**config.mk**
```make
export PLATFORM = sky130hd
export DESIGN_NAME = cordic_phase_sweep
export DESIGN_NICKNAME = d
export VERILOG_FILES = /design/src/rtl/cordic_phase_sweep.sv
export SDC_FILE = /design/constraint.sdc
export NUM_CORES = 1
export LEC_CHECK = 0
export BUFFER_PORTS_ARGS = -buffer_cell sky130_fd_sc_hd__buf_2
export CORE_ASPECT_RATIO = 1.25
export CORE_MARGIN = 2
export CORE_UTILIZATION = 40
export CTS_BUF_LIST = sky130_fd_sc_hd__clkbuf_2 sky130_fd_sc_hd__clkbuf_4 sky130_fd_sc_hd__clkbuf_8
export DETAILED_ROUTE_END_ITERATION = 10
export RECOVER_POWER = 100
export SKIP_LAST_GASP = 1
export SLEW_MARGIN = 20
export SYNTH_ARGS = -nofsm -noshare
export SYNTH_HDL_FRONTEND = slang
export SYNTH_SLANG_ARGS = --single-unit
```
**constraint.sdc**
```tcl
create_clock -name clk -period 10.2 [get_ports clk]
set_input_delay 2.04 -clock clk [delete_from_list [all_inputs] [get_ports clk]]
set_output_delay 2.04 -clock clk [all_outputs]
set_load 0.05 [all_outputs]
```
**src/rtl/cordic_phase_sweep.sv**
```systemverilog
// cordic_phase_sweep
//   Generates a stepped sequence of phase words for the CORDIC core's theta
//   input. The sequence is start, start+step, start+2*step, ... and each point
//   is held for max(hold,1) cycles. A sweep is either one-shot (count points)
//   or continuous, and it can be aborted with stop.
//
// Ports
//   clk, rst     : clock and synchronous active-high reset
//   start, stop  : control pulses (stop wins if both are high)
//   mode_cont    : 0 = one-shot, 1 = continuous (latched at start)
//   cfg_start    : first phase value (latched at start)
//   cfg_step     : two's-complement phase increment (latched at start)
//   cfg_hold     : cycles per point, 0 behaves as 1 (latched at start)
//   cfg_count    : points per sweep (latched at start)
//   theta        : current phase word
//   theta_valid  : pulse in the first cycle of each new point
//   point_idx    : index of the current point
//   busy         : high while a sweep is running
//   done         : pulse when a one-shot sweep completes normally
module cordic_phase_sweep #(
  parameter int W      = 16,
  parameter int HOLD_W = 16,
  parameter int CNT_W  = 16
) (
  input  logic              clk,
  input  logic              rst,
  input  logic              start,
  input  logic              stop,
  input  logic              mode_cont,
  input  logic [W-1:0]      cfg_start,
  input  logic [W-1:0]      cfg_step,
  input  logic [HOLD_W-1:0] cfg_hold,
  input  logic [CNT_W-1:0]  cfg_count,
  output logic [W-1:0]      theta,
  output logic              theta_valid,
  output logic [CNT_W-1:0]  point_idx,
  output logic              busy,
  output logic              done
);

  typedef enum logic {IDLE, RUN} state_t;

  state_t state_reg, state_next;

  logic [W-1:0]      theta_reg, theta_next;
  logic [W-1:0]      step_reg, step_next;
  logic [HOLD_W-1:0] hold_cnt_reg, hold_cnt_next;
  logic [HOLD_W-1:0] hold_rld_reg, hold_rld_next;
  logic [CNT_W-1:0]  idx_reg, idx_next;
  logic [CNT_W-1:0]  count_reg, count_next;
  logic              mode_reg, mode_next;
  logic              valid_reg, valid_next;
  logic              busy_reg, busy_next;
  logic              done_reg, done_next;

  // Reload value for the hold counter: a point lasts reload+1 cycles, so a
  // programmed hold of 0 collapses onto the hold=1 behaviour.
  logic [HOLD_W-1:0] cfg_rld;
  logic [CNT_W-1:0]  count_m1;
  logic              last_point;

  assign cfg_rld    = (cfg_hold == '0) ? '0 : cfg_hold - 1'b1;
  assign count_m1   = count_reg - 1'b1;
  assign last_point = (idx_reg == count_m1);

  always_ff @(posedge clk) begin
    if (rst) begin
      state_reg    <= IDLE;
      theta_reg    <= '0;
      step_reg     <= '0;
      hold_cnt_reg <= '0;
      hold_rld_reg <= '0;
      idx_reg      <= '0;
      count_reg    <= '0;
      mode_reg     <= 1'b0;
      valid_reg    <= 1'b0;
      busy_reg     <= 1'b0;
      done_reg     <= 1'b0;
    end else begin
      state_reg    <= state_next;
      theta_reg    <= theta_next;
      step_reg     <= step_next;
      hold_cnt_reg <= hold_cnt_next;
      hold_rld_reg <= hold_rld_next;
      idx_reg      <= idx_next;
      count_reg    <= count_next;
      mode_reg     <= mode_next;
      valid_reg    <= valid_next;
      busy_reg     <= busy_next;
      done_reg     <= done_next;
    end
  end

  always_comb begin
    state_next    = state_reg;
    theta_next    = theta_reg;
    step_next     = step_reg;
    hold_cnt_next = hold_cnt_reg;
    hold_rld_next = hold_rld_reg;
    idx_next      = idx_reg;
    count_next    = count_reg;
    mode_next     = mode_reg;
    busy_next     = busy_reg;
    valid_next    = 1'b0;
    done_next     = 1'b0;

    case (state_reg)
      IDLE: begin
        if (start && !stop) begin
          if ((cfg_count != '0) || mode_cont) begin
            step_next     = cfg_step;
            hold_rld_next = cfg_rld;
            count_next    = cfg_count;
            mode_next     = mode_cont;
            theta_next    = cfg_start;
            valid_next    = 1'b1;
            idx_next      = '0;
            hold_cnt_next = cfg_rld;
            busy_next     = 1'b1;
            state_next    = RUN;
          end else begin
            // Empty one-shot sweep: completes immediately with no points.
            done_next = 1'b1;
          end
        end
      end

      RUN: begin
        if (stop) begin
          busy_next  = 1'b0;
          state_next = IDLE;
        end else if (hold_cnt_reg != '0) begin
          hold_cnt_next = hold_cnt_reg - 1'b1;
        end else if (!mode_reg && last_point) begin
          busy_next  = 1'b0;
          done_next  = 1'b1;
          state_next = IDLE;
        end else begin
          theta_next    = theta_reg + step_reg;
          valid_next    = 1'b1;
          hold_cnt_next = hold_rld_reg;
          // Continuous sweeps wrap the index at count; count=0 lets it run
          // through the full counter range.
          if (mode_reg && (count_reg != '0) && last_point)
            idx_next = '0;
          else
            idx_next = idx_reg + 1'b1;
        end
      end

      default: state_next = IDLE;
    endcase
  end

  assign theta       = theta_reg;
  assign theta_valid = valid_reg;
  assign point_idx   = idx_reg;
  assign busy        = busy_reg;
  assign done        = done_reg;

endmodule

```
==> results.cfg <==
[outcome]
outcome = finished with violations
violations = max-capacitance violations, max-slew violations

[sta]
tightestPinTransition_ns = 2.68
finalSetupTns_ns = 0
report.final.slew_viol_count = 151
rsz0062_at_grt = no
slew_headroom_pct = -78.9
period_minus_slack_ns = 5.81
hold_viol = 0
fin_crit_sh_pct = 57.0
fin_skew_ns = 0.00967
setup_viol = 0
clock.fmax_ghz = 0.172

[setup_path]
cp.required_ns = 10.44
critical_path_buf_inv_count = 2
arrival_ns = 6.06
slowest_delay_ns = 1.88
crit_family = buffers and inverters
path_cells = buf_2 -> nor4_1 -> nand4_1 -> o41ai_1 -> or3_2 -> clkbuf_1 -> o21ai_0 -> nor2b_1
startpoint_type = input port
critPathSlowestCell = clkbuf_1
endpoint_kind = flip-flop
cp_max_fo = 58
critPathKind = in -> reg

[layout]
layout.nets = 945
drive_gt1_share_pct = 12.2
area_growth_syn_to_layout_pct = 12.8
antenna_cells = 0

[floorplanning]
die_h_um = 142
die-area_sq_um = 16300
io_pins = 104
die_x_um = 115
floorplan.rows = 50
start_util_pct = 41.0
core_area_sq_um = 15000

[yosys]
synthesis.area_sq_um = 6120
synth_top_family_by_area = simple AND/OR/NAND/NOR gates
synth.area.mux_share_pct = 4.92
synth_top_area_share_pct = 33.0
yosys.area.top_type = dfxtp_1
synth_edf_count = 0
ys_seq_area_share_pct = 33.0
syn_inst = 782
yosys.area_share.simple_pct = 23.7
synth_fa_ha_area_share_pct = 4.62
synth_ff_type = dfxtp_1
yosysWarnings = 0
ys_types = 57
synth_area_leaders = dfxtp_1, nand2_1, nor2_1
syn_nets = 873
syn_avg_cell_area_sq_um = 7.83
async_flop_share_pct = 0
synth_compound_area_share_pct = 21.9
synth_xor_area_share_pct = 7.29
ys_ff_latch = 101

[power]
finalPower_uw = 945
powerDensity_nw_per_um2 = 137
p_leak_nw = 2.71
vdd_ir_drop_max_mv = 0.0764

[placed_design]
dp_hpwl_um = 11300
numPortBuffers = 103
gp_congestion = 0.793

[detailed_routing]
routed_wl_um = 16200
drtIter0Drc = 320
vias = 5711
viasPerCell = 5.49
wl_per_cell_um = 15.6
ant_nets = 0
drc = 0
drt-pass1-iter-count = 5

[job]
max_cap_violations = 3

[min_path]
hold_class = reg -> reg

[global_routing]
grt_first_pass_wirelength_um = 26400
grt_pass1_vias = 5274
antenna_found_initial = 0
track_usage_pct = 20.2
grt_max_degree = 73
grt_overflow = 0

[clock_tree]
postCtsHoldBufs = 0
tritoncts = yes
clk_pin_slew_worst_paths_ns = 0.09
clockBufferDepth = 2
cts_made_buffers = 9
clock_latency_ns = 0.38
post_cts_buffers = 0
root_buffer = clkbuf_8
cts_max_level = 3
cts.repair.resized = 0
cts.sinks = 101
## per-stage QoR
stage	hold WS [ns]	worst slack, ns	cells	instance area, sq um	util (%)
finish	0.462	4.39	1041	6910	46.2
global route	0.486	3.89	1041	6910	46.2
CTS	0.464	5.38	1041	6970	46.6
detailed placement	0.451	4.97	1025	6740	45.1
global placement	0.444	5.00	1025	6740	45.1
floorplan	0.436	5.80	782	6120	-
## layout by cell type, fill, tap and decap left out, types with 5 or more instances in the layout
master,instances
a211oi_1,25
nand4_1,5
buf_4,5
o211ai_1,11
ha_1,21
a21oi_1,67
nand2_1,100
inv_1,16
nor4_1,12
xor2_1,11
o31ai_1,15
nor3_1,33
dfxtp_1,100
mux2i_1,29
nor2_1,95
o21ai_0,20
nor2b_1,9
or4_1,9
or3_1,15
o2bb2ai_1,14
nand3_1,14
clkbuf_8,10
clkbuf_1,39
xnor2_1,40
a21o_1,5
buf_2,67
or2_2,7
a22o_1,14
## cell type report
type	count	area (sq um)
fill	1597	8040
multi-input combinational	615	3850
sequential	101	2020
timing repair buffer	111	519
tap	182	228
clock buffer	13	160
clock inverter	3	68.8
inverter	16	60.1
## cells in the mapped netlist (9+ instances only)
library cell,number
a211oi_1,25
a21oi_1,68
a22o_1,14
clkbuf_1,41
dfxtp_1,101
ha_1,21
inv_1,16
mux2i_1,29
nand2_1,100
nand3_1,14
nor2_1,95
nor2b_1,9
nor3_1,34
nor4_1,12
o211ai_1,11
o21ai_0,20
o2bb2ai_1,14
o31ai_1,15
or3_1,16
xnor2_1,40
xor2_1,11
## layer usage
| layer | part of all wire [%] | vias to the layer above | global-route usage [%] |
|---|---|---|---|
| met3 | 4.0 | 12 | 2.04 |
| met1 | 45 | 2648 | 25.9 |
| met4 | 1.4 | 0 | 6.93 |
| li1 | - | 2948 | - |
| met5 | 0 | - | 0 |
| met2 | 50 | 103 | 35.3 |
## power breakdown
| group | leakage [nW] | total (mW) | internal (mW) | switching (mW) |
|---|---|---|---|---|
| logic | 1.76 | 0.217 | 0.0848 | 0.133 |
| registers | 0.825 | 0.432 | 0.414 | 0.0181 |
| clock network | 0.118 | 0.296 | 0.154 | 0.142 |
## worst reg2reg max path: stages, from the launching register on
cell and delay, ns:
dfxtp_1 0.38, or4_1 0.61, or4_1 0.50, or3_1 0.36, o31a_1 0.28, a21oi_4 0.11
clkbuf_1 1.56, and2_0 0.83, mux2_2 0.28
## path summary, 6_finish.rpt
| kind | start | endpoint | slack [ns] | cells after the start |
|---|---|---|---|---|
| min reg2reg | hold_rld_reg[5] | hold_rld_reg[5] | 0.46 | 2 |
| min | hold_rld_reg[5] | hold_rld_reg[5] | 0.46 | 2 |
| max | cfg_count[0] | hold_rld_reg[2] | 4.39 | 8 |
| max reg2reg | hold_cnt_reg[7] | point_idx[0] | 5.24 | 8 |
## kinds of logic (layout without fill, tap and decap cells)
logic type / count (synthesis) / count (layout)
and+or+nand+nor: 315 / 315
AOI/OAI and AO/OA: 197 / 197
DFF: 101 / 101
buffers and inverters: 66 / 143
xor gates and xnor gates: 51 / 51
muxes: 30 / 30
adders and majority gates: 22 / 22
Power figures use the tool's default switching activity.
